<file path="config.mk">
export PLATFORM = sky130hd
export DESIGN_NAME = div_unit
export DESIGN_NICKNAME = d
export VERILOG_FILES = /design/src/rtl/div_unit_pkg.sv /design/src/rtl/div_unit_step.sv /design/src/rtl/div_unit.sv
export SDC_FILE = /design/constraint.sdc
export NUM_CORES = 1
export LEC_CHECK = 0
export BUFFER_PORTS_ARGS = -buffer_cell sky130_fd_sc_hd__buf_2
export CAP_MARGIN = 10
export CORE_MARGIN = 2
export CORE_UTILIZATION = 50
export DETAILED_ROUTE_END_ITERATION = 12
export GPL_ROUTABILITY_DRIVEN = 0
export PLACE_DENSITY = 0.67
export RECOVER_POWER = 25
export SYNTH_ARGS = -nofsm -noshare
export SYNTH_HDL_FRONTEND = slang
export SYNTH_HIERARCHICAL = 1
export SYNTH_SLANG_ARGS = --single-unit
</file>
<file path="constraint.sdc">
create_clock -name clk -period 2.9 [get_ports clk]
set_clock_uncertainty 0.05 [all_clocks]
set_input_delay 0 -clock clk [delete_from_list [all_inputs] [get_ports clk]]
set_output_delay 0 -clock clk [all_outputs]
set_load 0.02 [all_outputs]
</file>
<file path="src/rtl/div_unit_pkg.sv">
// Shared constants, FSM encodings and result payload for the iterative divider.
package div_unit_pkg;

  localparam int unsigned DATA_W         = 32;
  localparam int unsigned ANS_W          = 64;
  localparam int unsigned CNT_W          = 6;
  localparam int unsigned DIV_ITERATIONS = 32;

  localparam logic READY     = 1'b1;
  localparam logic NOT_READY = 1'b0;

  typedef enum logic [1:0] {
    ST_IDLE    = 2'd0,
    ST_DIVZERO = 2'd1,
    ST_BUSY    = 2'd2,
    ST_DONE    = 2'd3
  } div_state_e;

  typedef struct packed {
    logic [DATA_W-1:0] rem;
    logic [DATA_W-1:0] quot;
  } div_result_t;

  // Absolute value for signed operands, raw value otherwise.
  function automatic logic [DATA_W-1:0] magnitude(input logic [DATA_W-1:0] v,
                                                  input logic              is_signed);
    return (is_signed && v[DATA_W-1]) ? DATA_W'(-v) : v;
  endfunction

  function automatic logic [DATA_W-1:0] negate_if(input logic [DATA_W-1:0] v,
                                                  input logic              neg);
    return neg ? DATA_W'(-v) : v;
  endfunction

endpackage

</file>
<file path="src/rtl/div_unit_step.sv">
// One restoring-division step: trial subtract of the divisor from {rem, next dividend bit}.
module div_step
  import div_unit_pkg::*;
(
  input  logic [DATA_W-1:0] rem,
  input  logic              dividend_bit,
  input  logic [DATA_W-1:0] divisor,
  output logic [DATA_W-1:0] rem_next_c,
  output logic              q_bit_c
);

  logic [DATA_W:0]   trial;
  logic [DATA_W+1:0] diff;
  logic              unused_bits;

  assign trial = {rem, dividend_bit};
  // Extra top bit carries the borrow; trial < 2*divisor so the low 32 bits hold the new remainder.
  assign diff  = {1'b0, trial} - {2'b00, divisor};

  assign q_bit_c    = ~diff[DATA_W+1];
  assign rem_next_c = q_bit_c ? diff[DATA_W-1:0] : trial[DATA_W-1:0];

  assign unused_bits = diff[DATA_W] ^ trial[DATA_W];

endmodule

</file>
<file path="src/rtl/div_unit.sv">
// 32-bit signed/unsigned iterative divider: one quotient bit per cycle, registered result handshake.
module div_unit
  import div_unit_pkg::*;
(
  input  logic              clk,
  input  logic              rst,
  input  logic              in_start,
  input  logic              in_signed,
  input  logic [DATA_W-1:0] in_data1,
  input  logic [DATA_W-1:0] in_data2,
  input  logic              in_annul,
  output logic [ANS_W-1:0]  out_ans,
  output logic              out_ready
);

  div_state_e        state_q, state_d;
  logic [DATA_W-1:0] dividend_q;
  logic [DATA_W-1:0] divisor_q;
  logic [DATA_W-1:0] rem_q;
  logic [CNT_W-1:0]  count_q;
  logic              signed_q;
  logic              sign1_q;
  logic              sign2_q;

  logic [DATA_W-1:0] rem_next;
  logic              q_bit;
  logic              count_done;
  div_result_t       fixed;
  div_result_t       ans_d;
  logic              ready_d;

  div_step u_step (
    .rem          (rem_q),
    .dividend_bit (dividend_q[DATA_W-1]),
    .divisor      (divisor_q),
    .rem_next_c   (rem_next),
    .q_bit_c      (q_bit)
  );

  assign count_done = (count_q == CNT_W'(DIV_ITERATIONS));

  // After 32 shifts dividend_q holds the unsigned quotient.
  assign fixed.quot = negate_if(dividend_q, signed_q && (sign1_q ^ sign2_q));
  assign fixed.rem  = negate_if(rem_q, signed_q && sign1_q);

  // State register
  always_ff @(posedge clk or negedge rst) begin
    if (!rst) begin
      state_q <= ST_IDLE;
    end else begin
      state_q <= state_d;
    end
  end

  // Next-state logic
  always_comb begin
    state_d = state_q;
    unique case (state_q)
      ST_IDLE: begin
        if (in_start && !in_annul) begin
          state_d = (in_data2 == '0) ? ST_DIVZERO : ST_BUSY;
        end
      end
      ST_DIVZERO: state_d = in_annul ? ST_IDLE : ST_DONE;
      ST_BUSY: begin
        if (in_annul) begin
          state_d = ST_IDLE;
        end else if (count_done) begin
          state_d = ST_DONE;
        end
      end
      ST_DONE: begin
        if (!in_start) begin
          state_d = ST_IDLE;
        end
      end
      default: state_d = ST_IDLE;
    endcase
  end

  // Next values of the registered outputs; non-zero only while in or entering DONE
  always_comb begin
    ready_d = NOT_READY;
    ans_d   = '0;
    unique case (state_q)
      ST_DIVZERO: begin
        if (state_d == ST_DONE) begin
          ready_d = READY;
        end
      end
      ST_BUSY: begin
        if (state_d == ST_DONE) begin
          ready_d = READY;
          ans_d   = fixed;
        end
      end
      ST_DONE: begin
        if (state_d == ST_DONE) begin
          ready_d = READY;
          ans_d   = div_result_t'(out_ans);
        end
      end
      default: begin
        ready_d = NOT_READY;
        ans_d   = '0;
      end
    endcase
  end

  // Operand latch and iteration datapath
  always_ff @(posedge clk or negedge rst) begin
    if (!rst) begin
      dividend_q <= '0;
      divisor_q  <= '0;
      rem_q      <= '0;
      count_q    <= '0;
      signed_q   <= 1'b0;
      sign1_q    <= 1'b0;
      sign2_q    <= 1'b0;
    end else if (state_q == ST_IDLE && state_d == ST_BUSY) begin
      dividend_q <= magnitude(in_data1, in_signed);
      divisor_q  <= magnitude(in_data2, in_signed);
      rem_q      <= '0;
      count_q    <= '0;
      signed_q   <= in_signed;
      sign1_q    <= in_data1[DATA_W-1];
      sign2_q    <= in_data2[DATA_W-1];
    end else if (state_q == ST_BUSY && state_d == ST_BUSY) begin
      dividend_q <= {dividend_q[DATA_W-2:0], q_bit};
      rem_q      <= rem_next;
      count_q    <= count_q + CNT_W'(1);
    end
  end

  // Registered outputs
  always_ff @(posedge clk or negedge rst) begin
    if (!rst) begin
      out_ready <= NOT_READY;
      out_ans   <= '0;
    end else begin
      out_ready <= ready_d;
      out_ans   <= ans_d;
    end
  end

endmodule

</file>
==> results of run 1 <==
[metrics by stage]
step,setup TNS [ns],hold slack (ns),cell area (µm²),setup WS (ns)
2_1_floorplan,0,-0.346,11600,0.317
3_3_place_gp,0,0.0424,12800,0.132
3_5_place_dp,0,0.0517,12800,0.0969
4_1_cts,0,0.00326,14000,0.0542
5_1_grt,-0.00299,0.0394,14100,-0.00299
6_report,0,0.0314,14100,0.151
[layout make-up]
cell class                      count  area share
Tap cell                          285      0.0253
Multi-Input combinational cell   1117       0.482
Inverter                           62      0.0165
Clock inverter                     12      0.0115
Timing Repair Buffer              255       0.127
Sequential cell                   172       0.306
Clock buffer                       20      0.0317
[routing by layer]
metal / part of all wire / GRT usage
met1: 0.50 / 0.438
met2: 0.41 / 0.386
met3: 0.073 / 0.0342
met4: 0.011 / 0.0620
met5: 0 / 0
[worst max-delay path: stages, from the launching register on]
cell      delay, ns
dfrtp_1        0.38
inv_1          0.06
ha_1           0.15
inv_1          0.05
fa_1           0.39
a21o_1         0.24
a31oi_2        0.24
nor3_1         0.11
a31oi_2        0.25
o21a_2         0.22
o21ai_0        0.10
a221oi_1       0.26
nand3_1        0.10
nand2_1        0.09
[cells in the final DEF (no fill, tap or decap), types with 9 or more instances in the layout]
cell / count
xor2_1: 60
a31oi_1: 28
or4_1: 12
o31ai_1: 21
nand4_1: 12
nor3_1: 22
a21o_1: 14
a21oi_1: 67
ha_1: 36
and2_1: 9
buf_4: 53
nand2_1: 248
clkbuf_1: 25
o21ai_0: 166
dfrtp_1: 172
clkbuf_16: 17
nor2_1: 109
nor4_1: 17
o41ai_1: 9
a221o_1: 15
nand3_1: 50
o21ai_1: 10
buf_2: 109
dlygate4sd3_1: 62
inv_1: 61
xnor2_1: 82
[worst paths after layout]
check	to	cells after the start	slack [ns]
max in group asynchronous	rem_q[20]$_DFFE_PN0P_	3	0.85
max	rem_q[30]$_DFFE_PN0P_	13	0.15
min	dividend_q[12]$_DFFE_PN0P_	4	0.03
min reg2reg	out_ans[41]$_DFFE_PN0P_	2	0.43
min in group asynchronous	divisor_q[12]$_DFFE_PN0P_	2	0.65
max reg2reg	rem_q[30]$_DFFE_PN0P_	13	0.15
[cells by family after synthesis]
| group | synth area share |
|---|---|
| xor gates and xnor gates | 0.108 |
| DFF | 0.372 |
| muxes | 0.00681 |
| and+or+nand+nor | 0.209 |
| adders and majority gates | 0.0428 |
| AOI/OAI and AO/OA | 0.213 |
| buffers and inverters | 0.0485 |
[state kept, by name, indices dropped and copies added (netlist names), 2 cells and up]
register	count
out_ans	64
rem_q	32
state_q	2
dividend_q	32
divisor_q	32
count_q	6
[timing repair]
action                                  4_1_cts  5_1_grt
buffers inserted                              0        1
hold buffers                                 62        0
hold endpoints to repair                    133        0
endpoints found under the setup margin        0       19
gates resized for setup                       0       14
[power by group through the flow]
stage | clock (mW) | sequential [mW] | combinational, mW
final | 2.39 | 2.95 | 2.02
after floorplan | 0 | 2.87 | 1.36
after global placement | 0 | 2.97 | 1.87
after global routing | 2.51 | 2.98 | 2.23
after CTS | 2.42 | 2.94 | 1.97
after detailed placement | 0 | 2.99 | 1.89
==> flow_metrics.env, run 1 <==
export IMPL_htreeDepth=4
export IMPL_status="complete, but fails checks"
export IMPL_track_usage=0.272
export IMPL_p_seq_frac=0.401
export IMPL_pwr_share_clk=0.325
export IMPL_clkTransAtPathRegs_ns=0.07
export IMPL_insertedDiodeCount=0
export IMPL_synth_area_leaders="dfrtp_1 (37%), nand2_1 (8.0%), o21ai_0 (7.3%)"
export IMPL_io_pins=134
export IMPL_coreArea_um2=22700
export IMPL_num_rows=55
export IMPL_endpoint_kind="flop"
export IMPL_crit_reg2reg_launch="dividend_q[31]$_DFFE_PN0P_"
export IMPL_switching_power_mw=2.50
export IMPL_area_delta_synth_final_pct=21.7
export IMPL_hold_path_startpoint="in_data1[12]"
export IMPL_crit_start="dividend_q[31]$_DFFE_PN0P_"
export IMPL_wirelength_mm=33.0
export IMPL_antenna_found_initial=0
export IMPL_num_vias=11100
export IMPL_synthArstFlopShare=1.00
export IMPL_cts_buffers=17
export IMPL_syn_inst=1422
export IMPL_ys_flop_type="dfrtp_1"
export IMPL_fin_util=0.620
export IMPL_seq_area_um2=4300
export IMPL_overflow=0
export IMPL_synth_top_cell_area_share=0.372
export IMPL_fp_dieW_um=156
export IMPL_p_leak_nw=6.48
export IMPL_die_area_um2=24400
export IMPL_synth_edf_count=0
export IMPL_ir_worst_vdd_mv=0.372
export IMPL_yosysWarningCount=6
export IMPL_yosysTopAreaCell="dfrtp_1"
export IMPL_cp_max_fo=5
export IMPL_min_period_ns=2.75
export IMPL_crit_required_ns=3.22
export IMPL_syn_avg_cell_area_um2=8.14
export IMPL_total_power_mw=7.35
export IMPL_wl_per_cell_um=17.2
export IMPL_first_global_vias=10000
export IMPL_setup_viol=0
export IMPL_vias_per_cell=5.78
export IMPL_hp_class="input pin to flop"
export IMPL_fill_cells=2021
export IMPL_hold_viol_final=0
export IMPL_yosysMostFrequentCell="nand2_1"
export IMPL_worstSetupPathType="flop to flop"
export IMPL_grt_pass1_wl_mm=52.9
export IMPL_cts_sinks=172
export IMPL_port_buffers=133
export IMPL_arrival_ns=3.07
export IMPL_startpoint_type="flop"
export IMPL_swShare=0.341
export IMPL_drt_pass1_iterations=7
export IMPL_slew_violations=79
export IMPL_grt_max_degree=80
export IMPL_route_detailed_drc=0
export IMPL_max_freq_mhz=364
export IMPL_worst_pin_slew_ns=2.10
export IMPL_clk_latency_ns=0.43
export IMPL_synthDistinctLibCells=76
export IMPL_rsz0062_at_grt="true"
export IMPL_die_h_um=156
export IMPL_hpwl_mm=24.5
export IMPL_dp_cells=1828
export IMPL_pwr_share_comb=0.274
export IMPL_maxCapViolCount=1
export IMPL_p_per_area_nw_per_um2=522
export IMPL_root_buffer="clkbuf_16"
export IMPL_ys_ff_latch=172
export IMPL_synth_area_um2=11600
export IMPL_drive_gt1_frac=0.143
export IMPL_final_cells=1923
export IMPL_slew_headroom=-0.401
export IMPL_seq_area_frac_synth=0.372
export IMPL_fin_crit_sh=0.948
export IMPL_violations="max-capacitance violations, max-slew violations"
export IMPL_final_nets=1733
export IMPL_internal_power_mw=4.85
export IMPL_start_util=0.509
export IMPL_synth_commonest_cells="nand2_1 (248), dfrtp_1 (172), o21ai_0 (168), nor2_1 (111), xnor2_1 (82)"
export IMPL_syn_num_nets=1530
export IMPL_clockBufferDepth=2
export IMPL_drt_iter0_drc=886
export IMPL_antenna_left=0
export IMPL_multi_input_area_um2=6790
export IMPL_cts_tree="yes"
Note: power is estimated with default switching activity, not from simulation.
==> inputs of run 2 (changes only) <==
- BUFFER_PORTS_ARGS: -buffer_cell sky130_fd_sc_hd__buf_2 -> -buffer_cell sky130_fd_sc_hd__buf_4
==> flow_metrics.env, run 2 (synthesis results as in run 1) <==
export IMPL_fill_cells=2001
export IMPL_antenna_found_initial=0
export IMPL_rsz0062_at_grt="true"
export IMPL_path_buf_inv=1
export IMPL_start_util=0.509
export IMPL_post_place_ws_ns=0.108
export IMPL_dp_cells=1825
export IMPL_die_h_um=156
export IMPL_first_global_vias=10400
export IMPL_setup_viol=0
export IMPL_final_area_um2=14600
export IMPL_hpwl_mm=25.0
export IMPL_min_period_ns=2.83
export IMPL_fin_util=0.642
export IMPL_arrival_ns=3.15
export IMPL_grt_pass1_wl_mm=55.0
export IMPL_worstSetupPathType="flop to flop"
export IMPL_crit_required_ns=3.22
export IMPL_track_usage=0.283
export IMPL_die_area_um2=24400
export IMPL_worst_path_max_delay_cell="dfrtp_1"
export IMPL_io_pins=134
export IMPL_wirelength_mm=34.5
export IMPL_fp_dieW_um=156
export IMPL_wl_per_cell_um=17.8
export IMPL_drt_iter0_drc=1061
export IMPL_largest_register="out_ans"
export IMPL_cts_sinks=172
export IMPL_final_nets=1749
export IMPL_root_buffer="clkbuf_16"
export IMPL_worst_pin_slew_ns=2.06
export IMPL_antenna_left=0
export IMPL_crit_chain="inv_2 -> ha_4 -> nor2b_1 -> o2111a_2 -> o21ai_0 -> a21boi_0 -> o31a_1 -> o21a_1 -> o31ai_1 -> nand3_1 -> nand2_1"
export IMPL_multi_input_area_um2=6890
export IMPL_final_cells=1940
export IMPL_endpoint_kind="flop"
export IMPL_status="complete, but fails checks"
export IMPL_grt_max_degree=81
export IMPL_cts_tree="yes"
export IMPL_htreeDepth=4
export IMPL_maxCapViolCount=1
export IMPL_cts_buffers=17
export IMPL_hp_class="input pin to flop"
export IMPL_max_freq_mhz=353
export IMPL_most_common_layout_cells="nand2_1 (247), dfrtp_1 (171), buf_4 (168)"
export IMPL_num_rows=55
export IMPL_clkTransAtPathRegs_ns=0.07
export IMPL_cpPeakStageDelay_ns=0.39
export IMPL_p_leak_nw=6.57
export IMPL_vias_per_cell=5.83
export IMPL_clockBufferDepth=2
export IMPL_clk_latency_ns=0.44
export IMPL_layout_commonest_cell="nand2_1"
export IMPL_cp_top_family="compound AO/OA/AOI/OAI gates"
export IMPL_seq_area_um2=4310
export IMPL_port_buffers=133
export IMPL_coreArea_um2=22700
export IMPL_p_per_area_nw_per_um2=505
export IMPL_route_detailed_drc=0
export IMPL_area_delta_synth_final_pct=26.1
export IMPL_dpl_cell_area_um2=13100
export IMPL_fin_crit_sh=0.976
export IMPL_drive_gt1_frac=0.158
export IMPL_worst_slack_ns=0.0696
export IMPL_hold_viol_final=0
export IMPL_slew_headroom=-0.371
export IMPL_startpoint_type="flop"
export IMPL_num_vias=11300
export IMPL_slew_violations=79
export IMPL_fin_hold_ws_ns=0.0355
export IMPL_cp_max_fo=3
export IMPL_largest_reg_flops=64
export IMPL_overflow=0
export IMPL_drt_pass1_iterations=6
export IMPL_ir_worst_vdd_mv=0.430
export IMPL_violations="max-capacitance violations, max-slew violations"
## run 2: worst reg2reg max path, stage by stage, from the launching register on
cell	delay, ns
dfrtp_1	0.39
inv_2	0.10
ha_4	0.20
nor2b_1	0.14
o2111a_2	0.30
o21ai_0	0.38
a21boi_0	0.23
o31a_1	0.31
o21a_1	0.18
o31ai_1	0.29
nand3_1	0.12
nand2_1	0.08
## run 2: area by class of cell
cell class                 count  share of cell area
antenna                        1            0.000172
clock buffer                  22              0.0325
clock inverter                10             0.00721
inverter                      62              0.0163
multi-input combinational   1117               0.472
sequential                   172               0.295
tap                          285              0.0244
timing repair buffer         270               0.152
timing repair inverter         1            0.000343
## run 2: metrics by stage
stage               total power [mW]  TNS [ns]
floorplan                       4.23         0
global placement                4.88         0
detailed placement              4.93         0
CTS                             7.28         0
global route                    7.73    -0.321
finish                          7.37         0
## run 2: report_power, final
part | leakage [nW] | internal, mW | switching, mW | total, mW
clock network | 0.274 | 1.26 | 1.01 | 2.27
registers | 2.29 | 2.64 | 0.318 | 2.96
logic | 4.01 | 0.875 | 1.26 | 2.13
## run 2: timing repair
action,in CTS,in global routing
gates resized for setup,0,42
buffers inserted,0,10
hold buffers,71,0
setup endpoints to repair,0,12
endpoints found under the hold margin,144,0
## run 2: metal layers
metal  wire length, µm  part of all wire  up-vias  global-route usage
li1                  -                 -     5461                   -
met2             14400              0.42      465               0.395
met3              2600             0.075       57              0.0481
met1             16900              0.49     5320               0.445
met4               637             0.018        0              0.0839
met5                 0                 0        -                   0
## run 2: path summary, 6_finish.rpt
path	startpoint	end	slack [ns]	cells past startpoint
max	divisor_q[1]$_DFFE_PN0P_	rem_q[19]$_DFFE_PN0P_	0.07	11
min in group asynchronous	rst	divisor_q[13]$_DFFE_PN0P_	0.63	2
max reg2reg	divisor_q[1]$_DFFE_PN0P_	rem_q[19]$_DFFE_PN0P_	0.07	11
min	in_data1[4]	dividend_q[4]$_DFFE_PN0P_	0.04	4
min reg2reg	out_ans[52]$_DFFE_PN0P_	out_ans[52]$_DFFE_PN0P_	0.42	2
max in group asynchronous	rst	rem_q[0]$_DFFE_PN0P_	0.81	2
==> inputs of run 3 (changes only) <==
- ABC_AREA: default -> 1
- PLACE_DENSITY: 0.67 -> 0.66
==> flow_metrics.env, run 3 <==
export IMPL_clk_latency_ns=0.43
export IMPL_fill_cells=2570
export IMPL_startpoint_type="flop"
export IMPL_largest_register="out_ans"
export IMPL_arrival_ns=2.83
export IMPL_fin_hold_ws_ns=0.0139
export IMPL_slew_headroom=0.127
export IMPL_yosysWarningCount=6
export IMPL_cts_sinks=172
export IMPL_maxCapViolCount=0
export IMPL_die_h_um=170
export IMPL_reg2reg_depth=17
export IMPL_die_area_um2=28800
export IMPL_first_global_vias=12900
export IMPL_antenna_left=0
export IMPL_ys_ff_latch=172
export IMPL_total_power_mw=17.8
export IMPL_synth_top_cell_area_share=0.314
export IMPL_dpl_cell_area_um2=15000
export IMPL_vias_per_cell=5.27
export IMPL_most_common_layout_cells="nand2_1 (821), inv_1 (263), nand3_1 (205)"
export IMPL_synthArstFlopShare=1.00
export IMPL_track_usage=0.285
export IMPL_num_rows=60
export IMPL_cts_buffers=17
export IMPL_insertedDiodeCount=0
export IMPL_htreeDepth=4
export IMPL_grtUsageMet1=0.462
export IMPL_hold_path_startpoint="in_data1[7]"
export IMPL_layout_commonest_cell="nand2_1"
export IMPL_grt_pass1_wl_mm=66.1
export IMPL_cts_tree="yes"
export IMPL_setup_viol=0
export IMPL_final_cells=2699
export IMPL_p_per_area_nw_per_um2=1100
export IMPL_synthDistinctLibCells=45
export IMPL_multi_input_area_um2=8040
export IMPL_seq_area_um2=4300
export IMPL_endpoint_kind="flop"
export IMPL_syn_num_nets=2280
export IMPL_holdPathEnd="dividend_q[7]$_DFFE_PN0P_"
export IMPL_ir_worst_vdd_mv=0.604
export IMPL_fin_util=0.600
export IMPL_cpPeakStageDelay_ns=0.41
export IMPL_coreArea_um2=27000
export IMPL_wirelength_mm=40.1
export IMPL_path_buf_inv=2
export IMPL_post_place_ws_ns=0.305
export IMPL_regToRegEndpoint="rem_q[28]$_DFFE_PN0P_"
export IMPL_overflow=0
export IMPL_start_util=0.509
export IMPL_synth_area_um2=13700
export IMPL_synth_edf_count=0
export IMPL_antenna_found_initial=0
export IMPL_hold_viol_final=0
export IMPL_worst_slack_ns=0.363
export IMPL_crit_reg2reg_launch="dividend_q[31]$_DFFE_PN0P_"
export IMPL_worst_pin_slew_ns=1.31
export IMPL_path_common_cell="nand2_1"
export IMPL_hpwl_mm=30.7
export IMPL_wl_per_cell_um=14.9
export IMPL_max_freq_mhz=394
export IMPL_clockBufferDepth=2
export IMPL_slew_violations=0
export IMPL_syn_avg_cell_area_um2=6.31
export IMPL_hp_class="input pin to flop"
export IMPL_num_vias=14200
export IMPL_route_detailed_drc=0
export IMPL_yosysTopAreaCell="dfrtp_1"
export IMPL_grt_busiest_layer="met1"
export IMPL_worstSetupPathType="flop to flop"
export IMPL_grt_use_met2=0.393
export IMPL_final_nets=2453
export IMPL_cp_top_family="simple AND/OR/NAND/NOR gates"
export IMPL_synth_area_leaders="dfrtp_1 (31%), nand2_1 (23%), nand3_1 (7.5%)"
export IMPL_cp_max_fo=4
export IMPL_yosysMostFrequentCell="nand2_1"
export IMPL_fp_dieW_um=170
export IMPL_hold_depth=6
export IMPL_seq_area_frac_synth=0.314
export IMPL_synth_commonest_cells="nand2_1 (822), inv_1 (263), nand3_1 (205), nor2_1 (192), dfrtp_1 (172)"
export IMPL_syn_inst=2172
export IMPL_root_buffer="clkbuf_16"
export IMPL_drive_gt1_frac=0.102
export IMPL_grt_max_degree=69
export IMPL_crit_chain="inv_1 -> ha_1 -> inv_1 -> fa_2 -> nand3_1 -> nand3_1 -> nand2_1 -> nand2_1 -> nand2_1 -> nand2_1 -> nand2_1 -> nand2_1 -> nand2_1 -> nand3_1 -> nand2_1 -> nand2_1 -> o21ai_0"
export IMPL_ys_flop_type="dfrtp_1"
export IMPL_use_met3=0.0368
export IMPL_fin_crit_sh=0.875
export IMPL_area_delta_synth_final_pct=18.0
export IMPL_io_pins=134
export IMPL_drt_pass1_iterations=5
export IMPL_rsz0062_at_grt="false"
export IMPL_min_period_ns=2.54
export IMPL_worst_path_max_delay_cell="dfrtp_1"
export IMPL_largest_reg_flops=64
export IMPL_final_area_um2=16200
export IMPL_status="complete, no violations"
export IMPL_reg2reg_slack_ns=0.36
export IMPL_port_buffers=133
export IMPL_dp_cells=2607
export IMPL_timing_setup_tns_ns=0
export IMPL_crit_required_ns=3.19
export IMPL_p_leak_nw=8.70
export IMPL_clkTransAtPathRegs_ns=0.07
export IMPL_drt_iter0_drc=1414
## run 3: cell count changes in the layout (fill, tap and decap cells not counted), moves of 14 or more
| cell | previous run | this run |
|---|---|---|
| a31oi_1 | 28 | 6 |
| a21oi_1 | 62 | 35 |
| a221o_1 | 15 | 0 |
| o31ai_1 | 21 | 3 |
| o21ai_0 | 167 | 128 |
| buf_4 | 168 | 154 |
| nor2_1 | 108 | 192 |
| xnor2_1 | 82 | 16 |
| nor4_1 | 17 | 2 |
| nand3_1 | 51 | 205 |
| inv_1 | 60 | 263 |
| clkbuf_1 | 24 | 3 |
| nand4_1 | 12 | 37 |
| nand2_1 | 247 | 821 |
## run 3: kinds of logic (layout without fill, tap and decap cells)
logic type	after synthesis	in the layout	synth area share
buffers and inverters	334	520	0.101
AO/OA/AOI/OAI	203	203	0.0808
XOR/XNOR	89	89	0.0568
AND/OR/NAND/NOR	1335	1335	0.412
flip-flops	172	172	0.314
adder cells (fa/ha/maj)	39	39	0.0361
## run 3: metal layers
layer,vias to the layer above,part of all wire
li1,7208,-
met1,6358,0.51
met2,595,0.39
met3,51,0.083
met4,0,0.018
met5,-,0
## run 3: how the worst max path moves through the flow
stage                                     startpoint                     to  slack, ns  cells after the start
after global routing      dividend_q[31]$_DFFE_PN0P_  rem_q[28]$_DFFE_PN0P_       0.03                     17
after global placement    dividend_q[31]$_DFFE_PN0P_  rem_q[12]$_DFFE_PN0P_       0.36                     15
final                     dividend_q[31]$_DFFE_PN0P_  rem_q[28]$_DFFE_PN0P_       0.36                     17
after detailed placement  dividend_q[31]$_DFFE_PN0P_  rem_q[28]$_DFFE_PN0P_       0.30                     17
after CTS                 dividend_q[31]$_DFFE_PN0P_  rem_q[28]$_DFFE_PN0P_       0.29                     17
after floorplan           dividend_q[31]$_DFFE_PN0P_  rem_q[28]$_DFFE_PN0P_       0.74                     17
## run 3: worst min-delay path, stage by stage
cell and delay [ns]:
buf_4 0.10, xor2_1 0.06, nand2_1 0.10, nand2_1 0.06, nand2_1 0.05, o21ai_0 0.06
## run 3: report_power, final
part | switching (mW) | leakage, nW | total, mW | internal (mW)
sequential | 0.732 | 2.30 | 3.77 | 3.04
clock | 1.08 | 0.258 | 2.21 | 1.13
combinational | 7.84 | 6.14 | 11.8 | 3.96
total | 9.65 | 8.70 | 17.8 | 8.12
## run 3: area by class of cell
| class | count | share of cell area |
|---|---|---|
| Timing Repair Buffer | 220 | 0.114 |
| Clock inverter | 12 | 0.00681 |
| Inverter | 268 | 0.0622 |
| Multi-Input combinational cell | 1666 | 0.497 |
| Sequential cell | 172 | 0.266 |
| Clock buffer | 20 | 0.0270 |
| Tap cell | 341 | 0.0264 |
## run 3: timing repair
item | in CTS | in global routing
endpoints found under the hold margin | 232 | 0
hold buffers | 60 | 0
setup buffers | 0 | 0
setup endpoints to repair | 0 | 1
resized for setup | 0 | 1
